<file path="src/rtl/arcade_input_mapper.sv">
`default_nettype none
// ============================================================================
// Module  : arcade_input_mapper
// Purpose : Synchronises arcade joystick/button inputs, cleans directions
//           (4/8-way), shapes merged coin pulses on frame ticks.
//           Optional autofire: define ARCADE_INPUT_AUTOFIRE_EN.
// Rev     : 1.0  initial release
// ============================================================================
module arcade_input_mapper #(
  parameter int NPLAYERS      = 2,
  parameter int COIN_PULSE    = 4,
  parameter int COIN_GAP      = 2,
  parameter int AUTOFIRE_RATE = 3
) (
  input  logic                    clk_sys,
  input  logic                    reset,
  input  logic                    vblank,
  input  logic [7*NPLAYERS-1:0]   joy_in,
  input  logic [NPLAYERS-1:0]     mode_8way,
`ifdef ARCADE_INPUT_AUTOFIRE_EN
  input  logic [NPLAYERS-1:0]     autofire_en,
`endif
  output logic [4*NPLAYERS-1:0]   dir_out,
  output logic [3*NPLAYERS-1:0]   dir_code,
  output logic [NPLAYERS-1:0]     dir_valid,
  output logic [NPLAYERS-1:0]     fire_out,
  output logic [NPLAYERS-1:0]     start_out,
  output logic                    coin_out,
  output logic [7:0]              coin_count
);

  localparam logic [1:0] ST_IDLE  = 2'd0;
  localparam logic [1:0] ST_PULSE = 2'd1;
  localparam logic [1:0] ST_GAP   = 2'd2;

  localparam logic [7:0] PULSE_LAST = 8'(COIN_PULSE - 1);
  localparam logic [7:0] GAP_LAST   = 8'(COIN_GAP - 1);

  logic [7*NPLAYERS-1:0] joy_meta, joy_sync;
  logic                  vb_meta, vb_sync, vb_last;
  logic                  frame_tick;

  always_ff @(posedge clk_sys or posedge reset) begin
    if (reset) begin
      joy_meta <= '0;
      joy_sync <= '0;
      vb_meta  <= 1'b0;
      vb_sync  <= 1'b0;
      vb_last  <= 1'b0;
    end else begin
      joy_meta <= joy_in;
      joy_sync <= joy_meta;
      vb_meta  <= vblank;
      vb_sync  <= vb_meta;
      vb_last  <= vb_sync;
    end
  end

  assign frame_tick = vb_sync & ~vb_last;

  logic [NPLAYERS-1:0] coin_sync;

  for (genvar p = 0; p < NPLAYERS; p++) begin : g_player
    logic       rgt, lft, dwn, up, vert, horz;
    logic       last_horz;
    logic [3:0] clean;
    logic [2:0] code;
    logic       fire_raw, fire_nxt;
    logic [3:0] dir_q;
    logic [2:0] code_q;
    logic       valid_q, fire_q, start_q;

    assign fire_raw     = joy_sync[7*p+4];
    assign coin_sync[p] = joy_sync[7*p+6];

    always_comb begin
      rgt   = joy_sync[7*p+0] & ~joy_sync[7*p+1];
      lft   = joy_sync[7*p+1] & ~joy_sync[7*p+0];
      dwn   = joy_sync[7*p+2] & ~joy_sync[7*p+3];
      up    = joy_sync[7*p+3] & ~joy_sync[7*p+2];
      vert  = up | dwn;
      horz  = rgt | lft;
      clean = {up, dwn, lft, rgt};
      // 4-way diagonal: keep the axis that was last pressed on its own
      if (!mode_8way[p] && vert && horz) begin
        if (last_horz) clean[3:2] = 2'b00;
        else           clean[1:0] = 2'b00;
      end
      case (clean)
        4'b1000: code = 3'd0;
        4'b1001: code = 3'd1;
        4'b0001: code = 3'd2;
        4'b0101: code = 3'd3;
        4'b0100: code = 3'd4;
        4'b0110: code = 3'd5;
        4'b0010: code = 3'd6;
        4'b1010: code = 3'd7;
        default: code = 3'd0;
      endcase
    end

`ifdef ARCADE_INPUT_AUTOFIRE_EN
    localparam logic [7:0] AF_LAST = 8'(AUTOFIRE_RATE - 1);

    logic       fire_last, af_low, af_low_nxt;
    logic [7:0] af_cnt, af_cnt_nxt;

    always_comb begin
      af_low_nxt = 1'b0;
      af_cnt_nxt = 8'd0;
      // Phase restarts high on every fresh press
      if (fire_raw && fire_last) begin
        af_low_nxt = af_low;
        af_cnt_nxt = af_cnt;
        if (frame_tick) begin
          if (af_cnt == AF_LAST) begin
            af_cnt_nxt = 8'd0;
            af_low_nxt = ~af_low;
          end else begin
            af_cnt_nxt = af_cnt + 8'd1;
          end
        end
      end
      fire_nxt = fire_raw & ~(autofire_en[p] & af_low_nxt);
    end

    always_ff @(posedge clk_sys or posedge reset) begin
      if (reset) begin
        fire_last <= 1'b0;
        af_low    <= 1'b0;
        af_cnt    <= 8'd0;
      end else begin
        fire_last <= fire_raw;
        af_low    <= af_low_nxt;
        af_cnt    <= af_cnt_nxt;
      end
    end
`else
    assign fire_nxt = fire_raw;
`endif

    always_ff @(posedge clk_sys or posedge reset) begin
      if (reset) begin
        last_horz <= 1'b0;
        dir_q     <= 4'd0;
        code_q    <= 3'd0;
        valid_q   <= 1'b0;
        fire_q    <= 1'b0;
        start_q   <= 1'b0;
      end else begin
        if (vert ^ horz) last_horz <= horz;
        dir_q   <= clean;
        code_q  <= code;
        valid_q <= |clean;
        fire_q  <= fire_nxt;
        start_q <= joy_sync[7*p+5];
      end
    end

    assign dir_out[4*p +: 4]  = dir_q;
    assign dir_code[3*p +: 3] = code_q;
    assign dir_valid[p]       = valid_q;
    assign fire_out[p]        = fire_q;
    assign start_out[p]       = start_q;
  end

  logic [NPLAYERS-1:0] coin_last, coin_rise, pending, pend_clr;
  logic [1:0]          state, state_nxt;
  logic [7:0]          frame_cnt, frame_cnt_nxt;
  logic                accept, coin_out_nxt;

  assign coin_rise = coin_sync & ~coin_last;

  always_ff @(posedge clk_sys or posedge reset) begin
    if (reset) begin
      state     <= ST_IDLE;
      frame_cnt <= 8'd0;
    end else begin
      state     <= state_nxt;
      frame_cnt <= frame_cnt_nxt;
    end
  end

  always_comb begin
    state_nxt     = state;
    frame_cnt_nxt = frame_cnt;
    case (state)
      ST_IDLE: begin
        if (|pending) begin
          state_nxt     = ST_PULSE;
          frame_cnt_nxt = 8'd0;
        end
      end
      ST_PULSE: begin
        if (frame_tick) begin
          if (frame_cnt == PULSE_LAST) begin
            state_nxt     = ST_GAP;
            frame_cnt_nxt = 8'd0;
          end else begin
            frame_cnt_nxt = frame_cnt + 8'd1;
          end
        end
      end
      ST_GAP: begin
        if (frame_tick) begin
          if (frame_cnt == GAP_LAST) begin
            state_nxt     = ST_IDLE;
            frame_cnt_nxt = 8'd0;
          end else begin
            frame_cnt_nxt = frame_cnt + 8'd1;
          end
        end
      end
      default: begin
        state_nxt     = ST_IDLE;
        frame_cnt_nxt = 8'd0;
      end
    endcase
  end

  // Lowest set pending bit is isolated with x & -x
  always_comb begin
    accept       = (state == ST_IDLE) && (|pending);
    pend_clr     = accept ? (pending & (~pending + NPLAYERS'(1))) : '0;
    coin_out_nxt = (state_nxt == ST_PULSE);
  end

  always_ff @(posedge clk_sys or posedge reset) begin
    if (reset) begin
      coin_last  <= '0;
      pending    <= '0;
      coin_out   <= 1'b0;
      coin_count <= 8'd0;
    end else begin
      coin_last <= coin_sync;
      pending   <= (pending & ~pend_clr) | coin_rise;
      coin_out  <= coin_out_nxt;
      if (accept) coin_count <= coin_count + 8'd1;
    end
  end

endmodule
`default_nettype wire

</file>
<file path="config.mk">
export PLATFORM = sky130hd
export DESIGN_NAME = arcade_input_mapper
export DESIGN_NICKNAME = d
export VERILOG_FILES = /design/src/rtl/arcade_input_mapper.sv
export SDC_FILE = /design/constraint.sdc
export NUM_CORES = 1
export LEC_CHECK = 0
export CORE_ASPECT_RATIO = 1.5
export CORE_UTILIZATION = 40
export CTS_CLUSTER_DIAMETER = 40
export CTS_CLUSTER_SIZE = 40
export DETAILED_ROUTE_END_ITERATION = 8
export PLACE_DENSITY_LB_ADDON = 0.1
export SLEW_MARGIN = 40
export SYNTH_ARGS = -nofsm -noshare
export SYNTH_HDL_FRONTEND = slang
export SYNTH_SLANG_ARGS = --single-unit
</file>
<file path="constraint.sdc">
create_clock -name clk_sys -period 3.6 [get_ports clk_sys]
set_clock_uncertainty 0.2 [all_clocks]
set_input_delay 0.72 -clock clk_sys [delete_from_list [all_inputs] [get_ports clk_sys]]
set_output_delay 0.72 -clock clk_sys [all_outputs]
set_load 0.05 [all_outputs]
</file>
==> run metrics, run 1 <==
Setup crit end kind=output port; Yosys top cell area share=0.618; endpoints failing setup=0; Setup Crit Path Kind=reg2out; WL final=5.04 mm; initial antenna violation count=0; Final Hold Fails=0; WHS Path Cells=0; root buf cell=clkbuf_8; Hold Buf Count CTS=0; max-cap violations=0; Non-Filler Instances=407; peak supply drop=0.000300 V; DPL Wire Length=3.51 mm; Critical Path, Cell by Cell=clkdlybuf4s50_1; commonest non-fill, non-tap cells in the layout=76 x dfrtp_1, 47 x clkdlybuf4s50_1, 29 x inv_1; wire length per cell=12.4 um; Net Sw Frac=0.362; number of I/O port buffers=47; placed cells=392; Psw=0.829 mW; minimum clock period=2.56 ns; area of the core=7320 sq um; Die X-Extent=73.6 um; post-synthesis sequential area ratio=0.618; most common cell after layout, fill and taps aside=dfrtp_1; # diodes=0; CTS max path bufs=2; LEAKAGE=1.73 nW; Site Rows=38; P_int=1.46 mW; largest net degree at the start of global routing=43; sequential share of power=0.457; Arrival @ worst endpoint=1.64 ns; Setup Total Neg Slack=0 ns; Cell Pwr Density=601 nW/um^2; CTS resizes=0; RSZ-0062 raised after global routing=false; FMAX=391 MHz; drt drc=0; reg2reg path depth=9; Cell variety after synth=44; via count=1938; Crit path buffers/inverters=1; starting density of the core=0.420; post-synthesis area per instance=12.3 sq um; DRT iter0 DRCs=65; CP startpoint kind=register; clock share of power=0.245; global placement routability congestion=0.786; Netlist Area Pre-Place=3080 sq um; height of the die=109 um; async set-or-reset flop fraction in the synthesized netlist=1.00; DRT Pass-1 Iters=5; Global Route Usage Sum=0.145; Slew HR=0.601; largest area contributor in the netlist=dfrtp_1; worst skew pair latency=0.35 ns; vias in the first global route=1917; synth warn=0; predominant post-synthesis flop cell=dfrtp_1; CTS tree=yes; area of placed instances=3640 sq um; first-pass GRT wire length=8.49 mm; grt ovf=0; Tightest Pin Transition=0.598 ns; Die Area=8060 sq um; delay-heaviest family, CP=buffers and inverters; Crit Path Max Fanout=6; CTS buffer count=9; Levels on crit path=1; max incr delay on CP=0.84 ns; combinational power share=0.298; Slowest-stage cell, CP=clkdlybuf4s50_1; P&R area growth vs syn=23.6%; Hold WS=0.150 ns; Tcrit/Tclk final=0.710; Clock H-tree levels=3; NumNets Final=343; Hold WC Path Type=reg2reg; Core Util, Final=0.520; synth top area cells=dfrtp_1 62%, ha_1 8.5%, inv_1 3.7%, nand2_1 3.2%, xnor2_1 2.3%; # clock sinks=76; synthesized net count=291; Cells after Synth=251; Seq cells post-synth=76; post-CTS setup buffers=0; Reg clk slew, reported paths=0.07 ns; EDFF count, synth=0; Final Max Tran Viols=0; status=finished, final reports clean; critical path required time=2.68 ns; Final Cell Area=3800 sq um; share of cells above drive strength 1=0.0749; Ports=48; antenna-violating nets left=0; vias per inst=4.76
-- power groups by stage --
stage | Combinational (mW) | Sequential [mW] | Clock (mW)
floorplan | 0.317 | 1.23 | 0
global placement | 0.684 | 1.06 | 0
detailed placement | 0.687 | 1.07 | 0
CTS | 0.691 | 1.05 | 0.583
global route | 0.744 | 1.06 | 0.615
finish | 0.681 | 1.05 | 0.560
-- state kept, by name, indices dropped and copies added, names as in the netlist --
signal              cells
joy_meta               14
vb_meta                 1
vb_last                 1
state                   2
joy_sync               14
pending                 2
vb_sync                 1
frame_cnt               8
coin_out                1
coin_count              8
g_player.start_q        2
g_player.dir_q          8
g_player.valid_q        2
coin_last               2
g_player.code_q         6
g_player.fire_q         2
g_player.last_horz      2
-- metal layers --
metal,track usage,wire length [um],vias up,share of wire
li1,-,-,948,-
met1,0.162,2140,940,0.42
met2,0.239,2560,38,0.51
met3,0.0467,202,12,0.040
met4,0.0838,136,0,0.027
met5,0,0,-,0
-- logic make-up (layout without fill, tap and decap cells) --
| group | Yosys count | count (layout) | share of synthesized area |
|---|---|---|---|
| AO/OA/AOI/OAI | 36 | 36 | 0.0890 |
| multiplexers | 1 | 1 | 0.00325 |
| AND/OR/NAND/NOR | 69 | 69 | 0.117 |
| XOR/XNOR | 9 | 9 | 0.0256 |
| adder cells (fa/ha/maj) | 23 | 23 | 0.0919 |
| flip-flops | 76 | 76 | 0.618 |
| buffers and inverters | 37 | 93 | 0.0549 |
-- final timing paths --
| kind | from | to | slack (ns) |
|---|---|---|---|
| setup / recovery | coin_count[0] | coin_count[0] | 1.04 |
| hold / removal | joy_sync[12] | g_player[1].start_q | 0.15 |
| setup reg to reg | joy_sync[9] | g_player[1].code_q[1] | 1.11 |
| hold reg to reg | joy_sync[12] | g_player[1].start_q | 0.15 |
| max in group asynchronous | reset | coin_last[1] | 2.05 |
| min in group asynchronous | reset | joy_meta[1] | 0.54 |
-- metrics by stage --
stage          setup WS (ns)  power, mW
2_1_floorplan          0.742       1.54
3_3_place_gp           0.769       1.75
3_5_place_dp           0.725       1.75
4_1_cts                 1.01       2.32
5_1_grt                0.972       2.42
6_report                1.04       2.29
-- cells in the mapped netlist (all sizes together), types with 5 or more instances --
| cell type | n |
|---|---|
| and2 | 5 |
| dfrtp | 76 |
| inv | 30 |
| o21ai | 6 |
| o211ai | 6 |
| nand3 | 8 |
| buf | 7 |
| nand2 | 26 |
| nor2 | 11 |
| ha | 21 |
| xnor2 | 8 |
-- cell type report --
| class | instances | area [sq um] |
|---|---|---|
| Fill cell | 661 | 3520 |
| Sequential cell | 76 | 1900 |
| Multi-Input combinational cell | 138 | 1010 |
| Timing Repair Buffer | 48 | 490 |
| Clock buffer | 10 | 138 |
| Tap cell | 100 | 125 |
| Inverter | 30 | 114 |
| Clock inverter | 5 | 28.8 |
No activity file was read; power rests on OpenSTA's default activity.
==> run 2, diff against run 1 <==
==> constraint.sdc (replaced) <==
create_clock -name clk_sys -period 2.3 [get_ports clk_sys]
set_clock_uncertainty 0.2 [all_clocks]
set_input_delay 0.46 -clock clk_sys [delete_from_list [all_inputs] [get_ports clk_sys]]
set_output_delay 0.46 -clock clk_sys [all_outputs]
set_load 0.05 [all_outputs]
==> run metrics, run 2 (synthesized netlist as in run 1, its figures left out) <==
register-to-register path setup slack=0.03 ns (-1.08 ns); final total power=3.59 mW (+57%); wire length per cell=12.5 um (+1.0%); FMAX=441 MHz; commonest non-fill, non-tap cells in the layout=76 x dfrtp_1, 45 x clkdlybuf4s50_1, 26 x inv_1; Crit path buffers/inverters=1 (unchanged); initial antenna violation count=0 (unchanged); max incr delay on CP=0.54 ns (-0.30 ns); P_int=2.30 mW (+58%); global placement routability congestion=0.800 (+1.9%); vias per inst=4.76 (about the same); DRT iter0 DRCs=76 (+17%); area of placed instances=3730 sq um (+2.4%); Hold WC Path Type=reg2reg; P&R area growth vs syn=28.4%; Slew HR=0.648 (+0.0468); peak supply drop=0.000482 V (+61%); Cell Pwr Density=910 nW/um^2 (+51%); clock share of power=0.229 (-0.016); RSZ-0062 raised after global routing=true; Non-Filler Instances=419 (+2.9%); height of the die=109 um (unchanged); delay-heaviest family, CP=simple AND/OR/NAND/NOR gates; most common cell after layout, fill and taps aside=dfrtp_1; CTS buffer count=9 (unchanged); area of the core=7320 sq um (unchanged); Ports=48 (unchanged); Site Rows=38 (unchanged); max-cap violations=0 (unchanged); critical path required time=2.32 ns (-0.36 ns); DRT Pass-1 Iters=4 (-1); largest net degree at the start of global routing=77 (+79%); setup slack at placement=-0.278 ns (-1.00 ns); sequential share of power=0.454 (-0.003); Final Hold Fails=0 (unchanged); Die X-Extent=73.6 um (unchanged); Psw=1.29 mW (+56%); Tightest Pin Transition=0.529 ns (-0.0695 ns); worst setup margin=0.0321 ns (-1.01 ns); Setup Total Neg Slack=0 ns (unchanged); CP startpoint kind=register; grt ovf=0 (unchanged); minimum clock period=2.27 ns; Final Cell Area=3950 sq um (+3.8%); combinational power share=0.317 (+0.019); worst skew pair latency=0.34 ns (about the same); Net Sw Frac=0.359 (-0.00317); Setup crit end kind=register; antenna-violating nets left=0 (unchanged); CTS max path bufs=2 (unchanged); vias in the first global route=2008 (+4.7%); LEAKAGE=1.79 nW (+3.9%); Hold WS=0.149 ns (-0.00148 ns); endpoints failing setup=0 (unchanged); CTS tree=yes; drt drc=0 (unchanged); Global Route Usage Sum=0.149 (+0.00413); largest registers=joy_meta: 14 flops, joy_sync: 14 flops; DPL Wire Length=3.62 mm (+3.1%); first-pass GRT wire length=8.71 mm (+2.6%); Final Max Tran Viols=0 (unchanged); Hold Buf Count CTS=0 (unchanged); Tcrit/Tclk final=0.986; Slowest-stage cell, CP=or4_4; via count=1996 (+3.0%); status=finished, final reports clean; share of cells above drive strength 1=0.138 (+0.0630); number of I/O port buffers=47 (unchanged); Reg clk slew, reported paths=0.07 ns (about the same); Setup Crit Path Kind=reg2reg; # diodes=0 (unchanged); Die Area=8060 sq um (unchanged); starting density of the core=0.420 (unchanged); Clock H-tree levels=3 (unchanged); Arrival @ worst endpoint=2.28 ns (+0.64 ns); Fill cells=680 (+2.9%); Critical Path, Cell by Cell=ha_4, or4_4, nand2_2, inv_2, ha_4, nor2_1, a31oi_1, o221ai_1; cell repeated most along the worst path=ha_4; Crit Path Max Fanout=3 (-3); placed cells=403 (+2.8%); root buf cell=clkbuf_8; WL final=5.24 mm (+4.0%); # clock sinks=76 (unchanged); NumNets Final=355 (+3.5%); Core Util, Final=0.540 (+0.0200)
[run 2: changes by cell type in the layout (fill, tap and decap cells not counted), moves of 2 or more]
cell / change
and2_1: -2
and2_4: +2
buf_4: +12
clkbuf_1: +3
clkdlybuf4s50_1: -2
clkinv_2: -2
dlymetal6s2s_1: +2
ha_1: -4
ha_4: +4
inv_1: -3
inv_2: +3
or4_1: -2
or4_4: +2
[run 2: cell type report]
type                    count  area (sq um)  area share
clock buffers              12           135      0.0342
clock inverters             3          15.0     0.00380
inverters                  30           116      0.0294
multi-input cells         138          1070       0.271
flip-flops and latches     76          1900       0.481
well taps                 100           125      0.0317
repair buffers             60           586       0.148
[run 2: repair_timing]
action,in CTS,in global routing
setup endpoints to repair,1,6
pin swaps,3,0
buffers inserted,0,1
hold endpoints to repair,0,0
resized for setup,5,8
gates cloned,0,0
[run 2: power groups by stage]
stage / Combinational [mW] / Sequential, mW / Clock (mW)
finish: 1.14 / 1.63 / 0.825
global route: 1.24 / 1.65 / 0.909
CTS: 1.14 / 1.63 / 0.870
detailed placement: 1.13 / 1.66 / 0
global placement: 1.12 / 1.65 / 0
floorplan: 0.497 / 1.92 / 0
[run 2: routing by layer]
layer	vias up	global-route usage	share of wire
met2	39	0.247	0.54
met1	975	0.160	0.40
met3	7	0.0532	0.042
met5	-	0	0
met4	0	0.0907	0.018
li1	975	-	-
[run 2: final timing paths]
check	endpoint	cells after the start	from
worst max-delay path	g_player[1].code_q[1]	8	joy_sync[10]
max in group asynchronous	joy_meta[0]	3	reset
worst min-delay path	g_player[1].fire_q	0	joy_sync[11]
worst min register to register	g_player[1].fire_q	0	joy_sync[11]
worst max register to register	g_player[1].code_q[1]	8	joy_sync[10]
min in group asynchronous	coin_count[5]	3	reset
==> run 3, diff against run 2 <==
--- a/config.mk
+++ b/config.mk
@@ -6,6 +6,7 @@
 export NUM_CORES = 1
 export LEC_CHECK = 0
 export CORE_ASPECT_RATIO = 1.5
+export CORE_MARGIN = 8
 export CORE_UTILIZATION = 40
 export CTS_CLUSTER_DIAMETER = 40
 export CTS_CLUSTER_SIZE = 40
==> run metrics, run 3 (synthesized netlist as in run 1, its figures left out) <==
Worst R2R End=g_player[1].code_q[1]; Clock H-tree levels=3 (unchanged); Psw=1.33 mW (+3.0%); # clock sinks=76 (unchanged); grt ovf=0 (unchanged); Critical Path, Cell by Cell=inv_2, ha_4, or4_4, nand2_4, inv_4, ha_4, nor2_2, a31oi_1, o221ai_1; clock share of power=0.321 (+0.092); height of the die=123 um (+13%); antenna-violating nets left=0 (unchanged); Site Rows=39 (+2.6%); Final Max Tran Viols=0 (unchanged); Setup crit end kind=register; most common cell after layout, fill and taps aside=dfrtp_1; placed cells=407 (+0.99%); Final Cell Area=4120 sq um (+4.4%); minimum clock period=2.27 ns (-0.00101 ns); Crit Path Max Fanout=3 (unchanged); FMAX=441 MHz (about the same); wire length per cell=13.1 um (+4.5%); Slew HR=0.646 (-0.00152); RSZ-0062 raised after global routing=true; Die X-Extent=87.6 um (+19%); first-pass GRT wire length=9.30 mm (+6.8%); drt drc=0 (unchanged); Final Hold Fails=0 (unchanged); status=finished, final reports clean; register-to-register path setup slack=0.03 ns (about the same); via count=2024 (+1.4%); NumNets Final=360 (+1.4%); reg2reg path depth=9 (+1); number of I/O port buffers=47 (unchanged); CP startpoint kind=register; Slowest-stage cell, CP=or4_4; Reg clk slew, reported paths=0.05 ns (-0.02 ns); Worst Setup SP=joy_sync[9]; Fill cells=675 (-0.74%); Crit path buffers/inverters=2 (+1); Tightest Pin Transition=0.529 ns (+0.000623 ns); root buf cell=clkbuf_16; worst hold start=joy_meta[9]; largest net degree at the start of global routing=77 (unchanged); CTS max path bufs=2 (unchanged); starting density of the core=0.407 (-0.0134); DPL Wire Length=3.91 mm (+8.1%); LEAKAGE=1.87 nW (+4.1%); Cell Pwr Density=988 nW/um^2 (+8.6%); DRT iter0 DRCs=68 (-11%); Worst R2R Start=joy_sync[9]; Ports=48 (unchanged); WHS Path Cells=0 (unchanged); delay-heaviest family, CP=simple AND/OR/NAND/NOR gates; worst skew pair latency=0.32 ns (-0.02 ns); peak supply drop=0.000449 V (-6.8%); cell repeated most along the worst path=ha_4; P_int=2.74 mW (+19%); P&R area growth vs syn=34.0%; DRT Pass-1 Iters=4 (unchanged); combinational power share=0.276 (-0.041); sequential share of power=0.403 (-0.051); Non-Filler Instances=425 (+1.4%); Hold WC Path Type=reg2reg; Die Area=10800 sq um (+34%); largest registers=joy_meta: 14 flops, joy_sync: 14 flops; critical path required time=2.29 ns (-0.03 ns); CTS buffer count=9 (unchanged); Setup Crit Path Kind=reg2reg; Global Route Usage Sum=0.112 (-0.0363); Tcrit/Tclk final=0.986 (about the same); Net Sw Frac=0.326 (-0.0327); initial antenna violation count=0 (unchanged); CTS tree=yes; vias per inst=4.76 (about the same); max incr delay on CP=0.55 ns (about the same); vias in the first global route=2075 (+3.3%); area of placed instances=3740 sq um (+0.40%); max-cap violations=0 (unchanged); global placement routability congestion=0.773 (-3.4%); WL final=5.56 mm (+6.0%); commonest non-fill, non-tap cells in the layout=76 x dfrtp_1, 45 x clkdlybuf4s50_1, 25 x inv_1, 25 x nand2_1, 18 x buf_4; # diodes=0 (unchanged); endpoints failing setup=0 (unchanged); Endpoint, Worst Hold=joy_sync[9]; area of the core=7560 sq um (+3.3%); Arrival @ worst endpoint=2.26 ns (-0.02 ns); share of cells above drive strength 1=0.164 (+0.0262)
run 3: changes by cell type in the layout (fill, tap and decap cells not counted), sizes merged:
| cell | change |
|---|---|
| buf | +6 |
| dlymetal6s2s | -1 |
| bufinv | +1 |
| clkinv | -1 |
| clkbuf | -1 |
run 3: metal layers:
| metal | vias to the layer above | track usage | routed length [um] |
|---|---|---|---|
| met2 | 36 | 0.191 | 2840 |
| met4 | 0 | 0.0670 | 108 |
| met3 | 8 | 0.0373 | 235 |
| li1 | 985 | - | - |
| met5 | - | 0 | 0 |
| met1 | 995 | 0.118 | 2370 |
run 3: stage by stage:
step | total power, mW | worst slack, ns | hold slack, ns | utilization | setup TNS (ns)
after global placement | 2.77 | -0.254 | 0.132 | 0.495 | -0.785
after CTS | 4.13 | 0.00676 | 0.147 | 0.535 | 0
after global routing | 4.29 | -0.0346 | 0.151 | 0.545 | -0.0346
final | 4.07 | 0.0331 | 0.145 | 0.545 | 0
after floorplan | 2.41 | 0.0000469 | 0.131 | - | 0
after detailed placement | 2.78 | -0.288 | 0.135 | 0.495 | -0.824
run 3: how the worst max path moves through the flow:
stage | to | slack (ns) | cells past startpoint
final | g_player[1].code_q[1] | 0.03 | 9
after global routing | g_player[1].code_q[1] | -0.03 | 9
after CTS | g_player[1].code_q[1] | 0.007 | 8
after detailed placement | g_player[1].code_q[1] | -0.29 | 8
after global placement | g_player[1].code_q[1] | -0.25 | 8
after floorplan | g_player[1].code_q[1] | 0.00005 | 9
run 3: timing repair:
| action | CTS | global route |
|---|---|---|
| buffers inserted | 2 | 2 |
| gates resized for setup | 5 | 13 |
| hold buffers | 0 | 0 |
| pin swaps | 4 | 10 |
| endpoints found under the setup margin | 1 | 4 |
run 3: power groups by stage:
stage	clock, mW	sequential (mW)	combinational (mW)
2_1_floorplan	0	1.92	0.497
3_3_place_gp	0	1.66	1.11
3_5_place_dp	0	1.67	1.11
4_1_cts	1.36	1.64	1.12
5_1_grt	1.40	1.67	1.22
6_report	1.31	1.64	1.13
run 3: area by class of cell:
class | instances | area [sq um] | share of cell area
clock buffers | 11 | 233 | 0.0564
repair buffers | 65 | 618 | 0.150
multi-input cells | 138 | 1080 | 0.262
flip-flops and latches | 76 | 1900 | 0.461
well taps | 102 | 128 | 0.0309
clock inverters | 3 | 40.0 | 0.00971
inverters | 30 | 121 | 0.0294
